==> src/rtl/ps2_synth_pkg.sv <==
// Shared definitions for the PS/2 synth front end: the scancodes, the note index
// type, the decoder prefix states, and the scancode-to-note map.
package ps2_synth_pkg;

    localparam logic [7:0] SC_BREAK = 8'hF0;
    localparam logic [7:0] SC_EXT   = 8'hE0;

    localparam logic [7:0] SC_NOTE0  = 8'h1C;
    localparam logic [7:0] SC_NOTE1  = 8'h1D;
    localparam logic [7:0] SC_NOTE2  = 8'h1B;
    localparam logic [7:0] SC_NOTE3  = 8'h24;
    localparam logic [7:0] SC_NOTE4  = 8'h2B;
    localparam logic [7:0] SC_NOTE5  = 8'h23;
    localparam logic [7:0] SC_NOTE6  = 8'h2C;
    localparam logic [7:0] SC_NOTE7  = 8'h34;
    localparam logic [7:0] SC_NOTE8  = 8'h35;
    localparam logic [7:0] SC_NOTE9  = 8'h33;
    localparam logic [7:0] SC_NOTE10 = 8'h3C;
    localparam logic [7:0] SC_NOTE11 = 8'h3B;
    localparam logic [7:0] SC_NOTE12 = 8'h42;

    typedef logic [3:0] note_t;

    typedef enum logic [1:0] {
        IDLE    = 2'd0,
        BRK     = 2'd1,
        EXT     = 2'd2,
        EXT_BRK = 2'd3
    } dec_state_e;

    typedef struct packed {
        logic  hit;
        note_t note;
    } scan_map_t;

    function automatic scan_map_t map_scancode(input logic [7:0] code);
        scan_map_t m;
        m.hit  = 1'b1;
        m.note = '0;
        case (code)
            SC_NOTE0:  m.note = 4'd0;
            SC_NOTE1:  m.note = 4'd1;
            SC_NOTE2:  m.note = 4'd2;
            SC_NOTE3:  m.note = 4'd3;
            SC_NOTE4:  m.note = 4'd4;
            SC_NOTE5:  m.note = 4'd5;
            SC_NOTE6:  m.note = 4'd6;
            SC_NOTE7:  m.note = 4'd7;
            SC_NOTE8:  m.note = 4'd8;
            SC_NOTE9:  m.note = 4'd9;
            SC_NOTE10: m.note = 4'd10;
            SC_NOTE11: m.note = 4'd11;
            SC_NOTE12: m.note = 4'd12;
            default:   m.hit  = 1'b0;
        endcase
        return m;
    endfunction

endpackage

==> src/rtl/ps2_voice_scheduler_if.sv <==
// Byte input and voice-control outputs of the scheduler, bundled for the
// receiver side (master) and the scheduler (slave).
interface ps2_voice_scheduler_if #(
    parameter int NUM_VOICES = 4,
    parameter int VIDX_W     = 2
);
    logic [7:0]              received_data;
    logic                    received_data_en;
    logic [NUM_VOICES-1:0]   voice_active;
    logic [4*NUM_VOICES-1:0] voice_note;
    logic                    note_on;
    logic                    note_off;
    logic [VIDX_W-1:0]       event_voice;
    logic [3:0]              event_note;

    modport master (
        output received_data, received_data_en,
        input  voice_active, voice_note, note_on, note_off, event_voice, event_note
    );

    modport slave (
        input  received_data, received_data_en,
        output voice_active, voice_note, note_on, note_off, event_voice, event_note
    );
endinterface

==> src/rtl/ps2_scancode_decoder.sv <==
// Prefix FSM (F0 / E0 handling) and scancode map. The prefix state is registered;
// make/break events are combinational from the byte that completes a sequence.
module ps2_scancode_decoder
    import ps2_synth_pkg::*;
(
    input  logic       clk,
    input  logic       rst_n,
    input  logic [7:0] data,
    input  logic       data_en,
    output logic       make_valid,
    output logic       break_valid,
    output note_t      note
);

    dec_state_e state_q, state_d;
    scan_map_t  map;

    // NOTE: every output of a combinational block gets a default first, so no
    // path through the case statement can leave a value held (no latch).
    always_comb begin
        state_d     = state_q;
        make_valid  = 1'b0;
        break_valid = 1'b0;
        map         = map_scancode(data);
        note        = map.note;
        if (data_en) begin
            case (state_q)
                IDLE: begin
                    if (data == SC_BREAK)    state_d = BRK;
                    else if (data == SC_EXT) state_d = EXT;
                    else if (map.hit)        make_valid = 1'b1;
                end
                BRK: begin
                    if (map.hit) begin
                        break_valid = 1'b1;
                        state_d     = IDLE;
                    end else if (data == SC_EXT) begin
                        state_d = EXT_BRK;
                    end else begin
                        state_d = IDLE;
                    end
                end
                // Extended keys are not part of the keyboard map; their codes are swallowed.
                EXT:     state_d = (data == SC_BREAK) ? EXT_BRK : IDLE;
                EXT_BRK: state_d = IDLE;
                default: state_d = IDLE;
            endcase
        end
    end

    // NOTE: sequential state is updated with non-blocking assignments so every
    // flop samples the values from before the edge.
    always_ff @(posedge clk or negedge rst_n) begin
        if (!rst_n) state_q <= IDLE;
        else        state_q <= state_d;
    end

endmodule

==> src/rtl/ps2_voice_scheduler.sv <==
// Turns decoded make/break events into voice allocations: a lowest-free-first
// allocator with round-robin stealing when every voice is busy.
module ps2_voice_scheduler
    import ps2_synth_pkg::*;
#(
    parameter int NUM_VOICES = 4,
    parameter int VIDX_W     = 2
) (
    input  logic CLOCK_50,
    input  logic reset,
    ps2_voice_scheduler_if.slave bus
);

    logic  make_valid;
    logic  break_valid;
    note_t dec_note;

    ps2_scancode_decoder u_decoder (
        .clk         (CLOCK_50),
        .rst_n       (reset),
        .data        (bus.received_data),
        .data_en     (bus.received_data_en),
        .make_valid  (make_valid),
        .break_valid (break_valid),
        .note        (dec_note)
    );

    logic [NUM_VOICES-1:0] voice_active_q, voice_active_d;
    note_t                 voice_note_q [NUM_VOICES];
    note_t                 voice_note_d [NUM_VOICES];
    logic [VIDX_W-1:0]     steal_ptr_q, steal_ptr_d;
    logic                  note_on_q, note_on_d;
    logic                  note_off_q, note_off_d;
    logic [VIDX_W-1:0]     event_voice_q, event_voice_d;
    note_t                 event_note_q, event_note_d;

    logic              match_found;
    logic [VIDX_W-1:0] match_idx;
    logic              free_found;
    logic [VIDX_W-1:0] free_idx;

    // Descending scan so the lowest-index candidate is the one left standing.
    always_comb begin
        match_found = 1'b0;
        match_idx   = '0;
        free_found  = 1'b0;
        free_idx    = '0;
        for (int i = NUM_VOICES - 1; i >= 0; i--) begin
            if (voice_active_q[i] && voice_note_q[i] == dec_note) begin
                match_found = 1'b1;
                match_idx   = VIDX_W'(i);
            end
            if (!voice_active_q[i]) begin
                free_found = 1'b1;
                free_idx   = VIDX_W'(i);
            end
        end
    end

    always_comb begin
        voice_active_d = voice_active_q;
        voice_note_d   = voice_note_q;
        steal_ptr_d    = steal_ptr_q;
        note_on_d      = 1'b0;
        note_off_d     = 1'b0;
        event_voice_d  = event_voice_q;
        event_note_d   = event_note_q;

        if (make_valid && !match_found) begin
            note_on_d    = 1'b1;
            event_note_d = dec_note;
            if (free_found) begin
                voice_active_d[free_idx] = 1'b1;
                voice_note_d[free_idx]   = dec_note;
                event_voice_d            = free_idx;
            end else begin
                voice_note_d[steal_ptr_q] = dec_note;
                event_voice_d             = steal_ptr_q;
                steal_ptr_d = (steal_ptr_q == VIDX_W'(NUM_VOICES - 1)) ? '0 : steal_ptr_q + 1'b1;
            end
        end else if (break_valid && match_found) begin
            voice_active_d[match_idx] = 1'b0;
            note_off_d                = 1'b1;
            event_voice_d             = match_idx;
            event_note_d              = dec_note;
        end
    end

    // NOTE: the small per-voice note array is reset along with the control flops
    // because it drives outputs that must read zero out of reset.
    always_ff @(posedge CLOCK_50 or negedge reset) begin
        if (!reset) begin
            voice_active_q <= '0;
            for (int i = 0; i < NUM_VOICES; i++) voice_note_q[i] <= '0;
            steal_ptr_q    <= '0;
            note_on_q      <= 1'b0;
            note_off_q     <= 1'b0;
            event_voice_q  <= '0;
            event_note_q   <= '0;
        end else begin
            voice_active_q <= voice_active_d;
            voice_note_q   <= voice_note_d;
            steal_ptr_q    <= steal_ptr_d;
            note_on_q      <= note_on_d;
            note_off_q     <= note_off_d;
            event_voice_q  <= event_voice_d;
            event_note_q   <= event_note_d;
        end
    end

    always_comb begin
        bus.voice_note = '0;
        for (int i = 0; i < NUM_VOICES; i++) bus.voice_note[4*i +: 4] = voice_note_q[i];
    end

    assign bus.voice_active = voice_active_q;
    assign bus.note_on      = note_on_q;
    assign bus.note_off     = note_off_q;
    assign bus.event_voice  = event_voice_q;
    assign bus.event_note   = event_note_q;

endmodule

==> src/flat_wrapper.sv <==
// flat-port wrapper written by rule: the top's interface ports become plain ports
module ps2_voice_scheduler_flat import ps2_synth_pkg::*;
#(
    parameter int NUM_VOICES = 4,
    parameter int VIDX_W     = 2
)
  (CLOCK_50, reset, bus_received_data, bus_received_data_en, bus_voice_active, bus_voice_note, bus_note_on, bus_note_off, bus_event_voice, bus_event_note);
  ps2_voice_scheduler_if #(.NUM_VOICES(NUM_VOICES), .VIDX_W(VIDX_W)) bus_i ();
  input  logic CLOCK_50;
  input  logic reset;
  input wire logic [$bits(bus_i.received_data)-1:0] bus_received_data;
  input wire logic [$bits(bus_i.received_data_en)-1:0] bus_received_data_en;
  output wire logic [$bits(bus_i.voice_active)-1:0] bus_voice_active;
  output wire logic [$bits(bus_i.voice_note)-1:0] bus_voice_note;
  output wire logic [$bits(bus_i.note_on)-1:0] bus_note_on;
  output wire logic [$bits(bus_i.note_off)-1:0] bus_note_off;
  output wire logic [$bits(bus_i.event_voice)-1:0] bus_event_voice;
  output wire logic [$bits(bus_i.event_note)-1:0] bus_event_note;
  assign bus_i.received_data = bus_received_data;
  assign bus_i.received_data_en = bus_received_data_en;
  assign bus_voice_active = bus_i.voice_active;
  assign bus_voice_note = bus_i.voice_note;
  assign bus_note_on = bus_i.note_on;
  assign bus_note_off = bus_i.note_off;
  assign bus_event_voice = bus_i.event_voice;
  assign bus_event_note = bus_i.event_note;
  ps2_voice_scheduler #(.NUM_VOICES(NUM_VOICES), .VIDX_W(VIDX_W)) u_core (.CLOCK_50(CLOCK_50), .reset(reset), .bus(bus_i));
endmodule
==> config.mk <==
export PLATFORM = sky130hd
export DESIGN_NAME = ps2_voice_scheduler_flat
export DESIGN_NICKNAME = d
export VERILOG_FILES = /design/src/rtl/ps2_synth_pkg.sv /design/src/rtl/ps2_voice_scheduler_if.sv /design/src/rtl/ps2_scancode_decoder.sv /design/src/rtl/ps2_voice_scheduler.sv /design/src/flat_wrapper.sv
export SDC_FILE = /design/constraint.sdc
export NUM_CORES = 1
export LEC_CHECK = 0
export BUFFER_PORTS_ARGS = -buffer_cell sky130_fd_sc_hd__buf_4
export CORE_MARGIN = 4
export CORE_UTILIZATION = 55
export CTS_CLUSTER_DIAMETER = 80
export CTS_CLUSTER_SIZE = 40
export DETAILED_ROUTE_END_ITERATION = 8
export GPL_TIMING_DRIVEN = 0
export PLACE_DENSITY = 0.79
export SLEW_MARGIN = 20
export SYNTH_ARGS = -nofsm -noshare
export SYNTH_HDL_FRONTEND = slang
export SYNTH_HIERARCHICAL = 1
export SYNTH_SLANG_ARGS = --single-unit
==> constraint.sdc <==
create_clock -name CLOCK_50 -period 2.28 [get_ports CLOCK_50]
set_input_delay 0.342 -clock CLOCK_50 [delete_from_list [all_inputs] [get_ports CLOCK_50]]
set_output_delay 0.342 -clock CLOCK_50 [all_outputs]
set_load 0.01 [all_outputs]
Word level (Yosys, flattened, before mapping)

Cells that the tools add are included.

Flip-flop bits (word level): 32
Input port bits: 11
Output and inout bits: 28

Add/subtract/negate cells: 1
Magnitude comparators: 8
Equal/unequal tests: 25
Multiplexer cells: 54
Bitwise operators: 6
Reductions and logical operators: 17

Operator list:

| kind                 | count |
|---|---|
| $eq A8 B6 Y1 const B | 9 |
| $pmux W4 S12         | 1 |
| $mux W2              | 17 |
| $bwmux W16           | 2 |
| $mux W4              | 7 |
| $eq A8 B5 Y1 const B | 3 |
| $mux W1              | 21 |
| $demux W4 S2         | 2 |
| $eq A4 B4 Y1         | 4 |
| $eq A8 B8 Y1 const B | 2 |
| $mux W16             | 1 |
| $reduce_or A13 Y1    | 1 |
| $logic_and A1 B1 Y1  | 10 |
| $eq A8 B7 Y1 const B | 1 |
| $pmux W2 S4          | 1 |
| $eq A2 B2 Y1 const B | 3 |
| $ge A3 B3 Y1 const B | 2 |
| $lt A2 B3 Y1 const B | 2 |
| $lt A3 B1 Y1 const B | 2 |
| $not A2 Y3           | 2 |
| $reduce_and A2 Y1    | 3 |
| $and A4 B4 Y4        | 1 |
| $demux W1 S2         | 2 |
| $ge A2 B1 Y1 const B | 2 |
| other kinds (10)     | 10 |

Depth between registers and ports, before layout

Depth in word-level cells: 16
Depth in mapped cells: 14
Gate-level depth less buffers: 11

Cells and area by module

Netlist, hierarchy kept.

Modules (own cells, without submodules):

| module               | times used | cells an instance | area an instance (µm²) |
|---|---|---|---|
| ps2_voice_scheduler  | 1          | 153               | 1664.1 |
| ps2_scancode_decoder | 1          | 46                | 347.8 |

Least setup slack after synthesis

No wires, ideal clock.

Path type: input port to flip-flop
From: in bus_received_data[4]
To: reg u_core.voice_note_q, in the netlist u_core/bus.voice_note[13]
Arrival time: 2689 ps
Required time: 2153 ps
Setup slack: -537 ps
Stages on the path: 13
Buffers on the path: 3
Cells stage by stage: buf_6 -> nand2b_1 -> a32o_1 -> a2bb2oi_1 -> nor3_1 -> buf_2 -> xor2_1 -> nor3_1 -> and3_4 -> nor4_4 -> and4_1 -> buf_2 -> mux2_1

Longest elaborated chain between the ends: 10
Elaborated cells between the ends (all ways): 40
Classes of those cells: eq/ne (19); mux (14); reduce/logical (7)

RTL lines:

| element                                    | line                       | text |
|---|---|---|
| from (decl)                                | flat_wrapper.sv:11         | `input wire logic [$bits(bus_i.received_data)-1:0] bus_received_data;` |
| $eq A8 B7 Y1, or another cell as far along | ps2_synth_pkg.sv:40        | `case (code)` |
| $pmux W4 S12 *                             | ps2_synth_pkg.sv:40        |  |
| via u_core.dec_note[0]                     | ps2_voice_scheduler.sv:16  | `note_t dec_note;` |
| $eq A4 B4 Y1                               | ps2_voice_scheduler.sv:49  | `if (voice_active_q[i] && voice_note_q[i] == dec_note) begin` |
| $logic_and A1 B1 Y1                        | ps2_voice_scheduler.sv:49  |  |
| $mux W1 (3 in series)                      | ps2_voice_scheduler.sv:49  |  |
| $mux W1 *                                  | ps2_voice_scheduler.sv:49  |  |
| $logic_not A1 Y1 *                         | ps2_voice_scheduler.sv:69  | `if (make_valid && !match_found) begin` |
| $logic_and A1 B1 Y1 *                      | ps2_voice_scheduler.sv:69  |  |
| to (signal assigned)                       | ps2_voice_scheduler.sv:102 | `voice_note_q <= voice_note_d;` |
| to (decl)                                  | ps2_voice_scheduler.sv:29  | `note_t voice_note_q [NUM_VOICES];` |

Mark *: on every way through the listed nets, which the timed path passes. The rest lies on a longest branch.
A chain may end at the register's enable or synchronous reset.

Worst setup path in the final report

From: in bus_received_data[1]
To: reg u_core.voice_note_q, in the netlist u_core/bus.voice_note[2]

The elaborated chain is that of the path after synthesis.

==> summary.md <==
| Metric | Value |
|---|---|
| CORE AREA | `0.003442 mm²` |
| Power Density | `670.8 mW/mm²` |
| FP Rows | `21` |
| Syn avg cell area | `10.11 µm²` |
| Die area | `0.004690 mm²` |
| Distinct cells, synth | `50` |
| Final setup violation count | `30` |
| WP data arrival | `2.86 ns` |
| Worst EP required | `2.45 ns` |
| Mapped Nets | `214` |
| Area after DPL | `0.002471 mm²` |
| Skew-Pair Late Insertion Delay | `0.29 ns` |
| Worst VDD drop | `0.0005100 V` |
| GP Congestion | `0.9237` |
| Fin nets | `286` |
| Fin. Hold Viols | `32` |
| Status | `finished, violations left` |
| Multi-input gate area | `0.001450 mm²` |
| Final Cell Area | `0.003057 mm²` |
| Clock Skew | `0.004184 ns` |
| Total CTS buffers | `5` |
| WS Path Type | `input port to flip-flop` |
| Routed wire length | `7461 µm` |
| R2r setup slk | `-0.02 ns` |
| Ys flop type | `dfrtp_1` |
| Ant. Diodes | `0` |
| GRT overflow | `0` |
| Fin crit share | `118.0%` |
| Post-synth ARST share | `100.0%` |
| Yosys warns | `6` |
| Global-route wire length before repair | `9673 µm` |
| Routed via count | `2029` |
| Failing checks | `negative hold slack, negative setup slack` |
| Pre-CTS setup slack | `-0.8138 ns` |
| Sequential fraction of the synthesis area | `39.80%` |
| Slew Limit Headroom | `56.16%` |
| Drt drc | `0` |
| CTS tree | `done` |
| Root buf cell | `clkbuf_8` |
| Initial DRT Pass Iterations | `5` |
| Crit. Startpoint | `bus_received_data[1]` |
| Yosys reg bits | `32` |
| Worst hold margin | `-0.02184 ns` |
| Number of synthesized flops with an enable pin | `0` |
| Via-to-Cell Ratio | `6.401` |
| Hpwl dp | `3553 µm` |
| Min-Delay Path Class | `input port to asynchronous set/reset pin` |
| Register area | `800.8 µm²` |
| Max Cap Violations | `0` |
| Measured slew at the worst slew-check pin | `0.6576 ns` |
| H-tree depth | `2` |
| Starting Density | `58.45%` |
| Deepest clock path buffer count | `2` |
| Worst Setup Start Kind | `input port` |
| Drt wl/cell | `23.54 µm` |
| Clk sinks | `32` |
| Initial antenna violation count | `0` |
| Area Growth Syn to Fin | `51.93%` |
| CP endpoint kind | `flip-flop` |
| I/O Pins | `39` |
| Mapped Cells | `199` |
| Gr usage total | `28.75%` |
| RSZ-0062 raised after global routing | `yes` |
| Crit Path Max Fanout | `7` |
| Largest net degree at the start of global routing | `33` |
| Fin crit period | `2.690 ns` |
| Antenna Nets Post-Route | `0` |
| Fin cells | `317` |
| CTS Hold Bufs | `0` |
| Fill cells | `139` |
| Slew Limit Fails | `0` |
| Die height | `68.48 µm` |
| Max Freq | `371.8 MHz` |
| Static Leak | `0.001411 µW` |
| Netlist Area Pre-Place | `0.002012 mm²` |
| Iter 0 DRT Violations | `341` |
| Placed insts | `281` |
| Buffers on Ports | `36` |
| Minimum setup slack in the final design | `-0.4098 ns` |
| Reg2Reg Launch Point | `u_core/u_decoder/state_q[1]` |
| Vias in the first global route | `1918` |
| Die W | `68.48 µm` |
| Worst-path clk slew | `0.07 ns` |
| Layout cells sized above 1 | `54.24%` |
## sequential cells by signal (all words and copies together) (netlist names)
signal	flops
u_core/u_decoder/state_q	2
u_core/bus.voice_note	16
u_core/bus.note_off	1
u_core/steal_ptr_q	2
u_core/bus.event_note	4
u_core/bus.event_voice	2
u_core/bus.note_on	1
u_core/bus.voice_active	4
## area by class of cell
cell class,instances,share of cell area (%)
Inverter,7,0.8596
Buffer,12,3.889
Clock buffer,6,2.374
Clock inverter,1,0.1637
Timing Repair Buffer,66,17.19
Multi-Input combinational cell,147,47.44
Sequential cell,32,26.20
Tap cell,46,1.883
## power breakdown
| group | switching [µW] | total [µW] | internal, µW |
|---|---|---|---|
| sequential | 62.7 | 693 | 631 |
| clock | 215 | 422 | 207 |
| combinational | 484 | 935 | 451 |
## cell usage after synthesis, types with 2 or more instances
cell | n | area (µm²)
nand3_1 | 10 | 50.05
inv_1 | 7 | 26.28
nor3_1 | 3 | 15.01
mux2i_1 | 6 | 60.06
o211ai_1 | 3 | 22.52
a22o_2 | 2 | 20.02
nor2_1 | 7 | 26.28
xor2_1 | 11 | 96.34
nor2b_1 | 8 | 50.05
xnor2_1 | 3 | 26.28
a211oi_1 | 4 | 30.03
clkbuf_1 | 6 | 22.52
nand4_1 | 2 | 12.51
a2bb2oi_1 | 2 | 17.52
dfrtp_1 | 32 | 800.8
a32o_1 | 2 | 20.02
a21oi_1 | 8 | 40.04
nand2_1 | 14 | 52.55
mux2_2 | 14 | 157.7
mux2_1 | 3 | 33.78
nor4_2 | 2 | 25.02
ha_1 | 4 | 50.05
a21boi_0 | 2 | 15.01
o21ai_0 | 5 | 25.02
buf_2 | 5 | 25.02
and3_1 | 2 | 12.51
nand2b_1 | 9 | 56.30
## worst max-delay path, cell delays in order
cell       delay, ns
buf_8           0.11
nand2b_4        0.15
nor2_4          0.11
nand2_2         0.09
a2bb2oi_2       0.13
nor3_1          0.19
buf_4           0.25
xnor2_2         0.10
nand2_1         0.13
nor4_4          0.06
nor4_4          0.47
buf_4           0.22
nand3_4         0.13
mux2_4          0.38
## layer usage
metal	vias up	wire length [µm]	GRT usage (%)
li1	846	-	-
met1	1001	2789	34.93
met2	144	3696	50.18
met3	38	655	6.732
met4	0	319	8.437
met5	-	0	0
## cells in the final DEF (no fill, tap or decap), drive strengths merged, types with 2 or more instances in the layout
master / count
a211oi: 4
xnor2: 3
clkbuf: 11
nor3: 3
nor2: 7
a2bb2oi: 2
a21oi: 8
mux2i: 6
a32o: 2
dfrtp: 32
and2: 2
nand2: 14
and3: 3
nor4: 3
a21boi: 2
nand3: 10
nand2b: 9
xor2: 11
nor4b: 2
o21ai: 5
ha: 4
nand4: 2
o211ai: 3
buf: 73
nor2b: 8
inv: 7
a22o: 3
mux2: 17
## what timing repair did
item | CTS | global route
endpoints found under the setup margin | 30 | 30
resized for setup | 33 | 33
buffers inserted | 19 | 11
pin swaps | 15 | 15
hold endpoints to repair | 0 | 0
## cells by family after synthesis
kind of cell,after synthesis,synth area share (%)
fa+ha+maj,4,2.488
xor+xnor,14,6.095
simple gates,68,20.83
mux,23,12.50
buf+inv,20,4.602
flops,32,39.80
compound gates,38,13.68
## per-stage QoR
step,utilization (%),setup TNS (ns),total power (µW)
floorplan,-,-5.145,1048
global placement,71.79,-17.83,1236
finish,88.80,-9.039,2050
global route,88.80,-10.08,2118
CTS,82.04,-2.885,1834
detailed placement,71.79,-20.37,1266
## path summary, 6_finish.rpt
kind / endpoint / cells after the start
worst max-delay path: u_core/bus.voice_note[2] / 14
worst min-delay path: u_core/u_decoder/state_q[0] / 1
worst max register to register: u_core/bus.voice_note[4] / 6
worst min register to register: u_core/bus.voice_note[6] / 1
max in group asynchronous: u_core/bus.voice_note[1] / 1
min in group CLOCK_50: u_core/u_decoder/state_q[0] / 2
(Power assumes the default switching activity.)
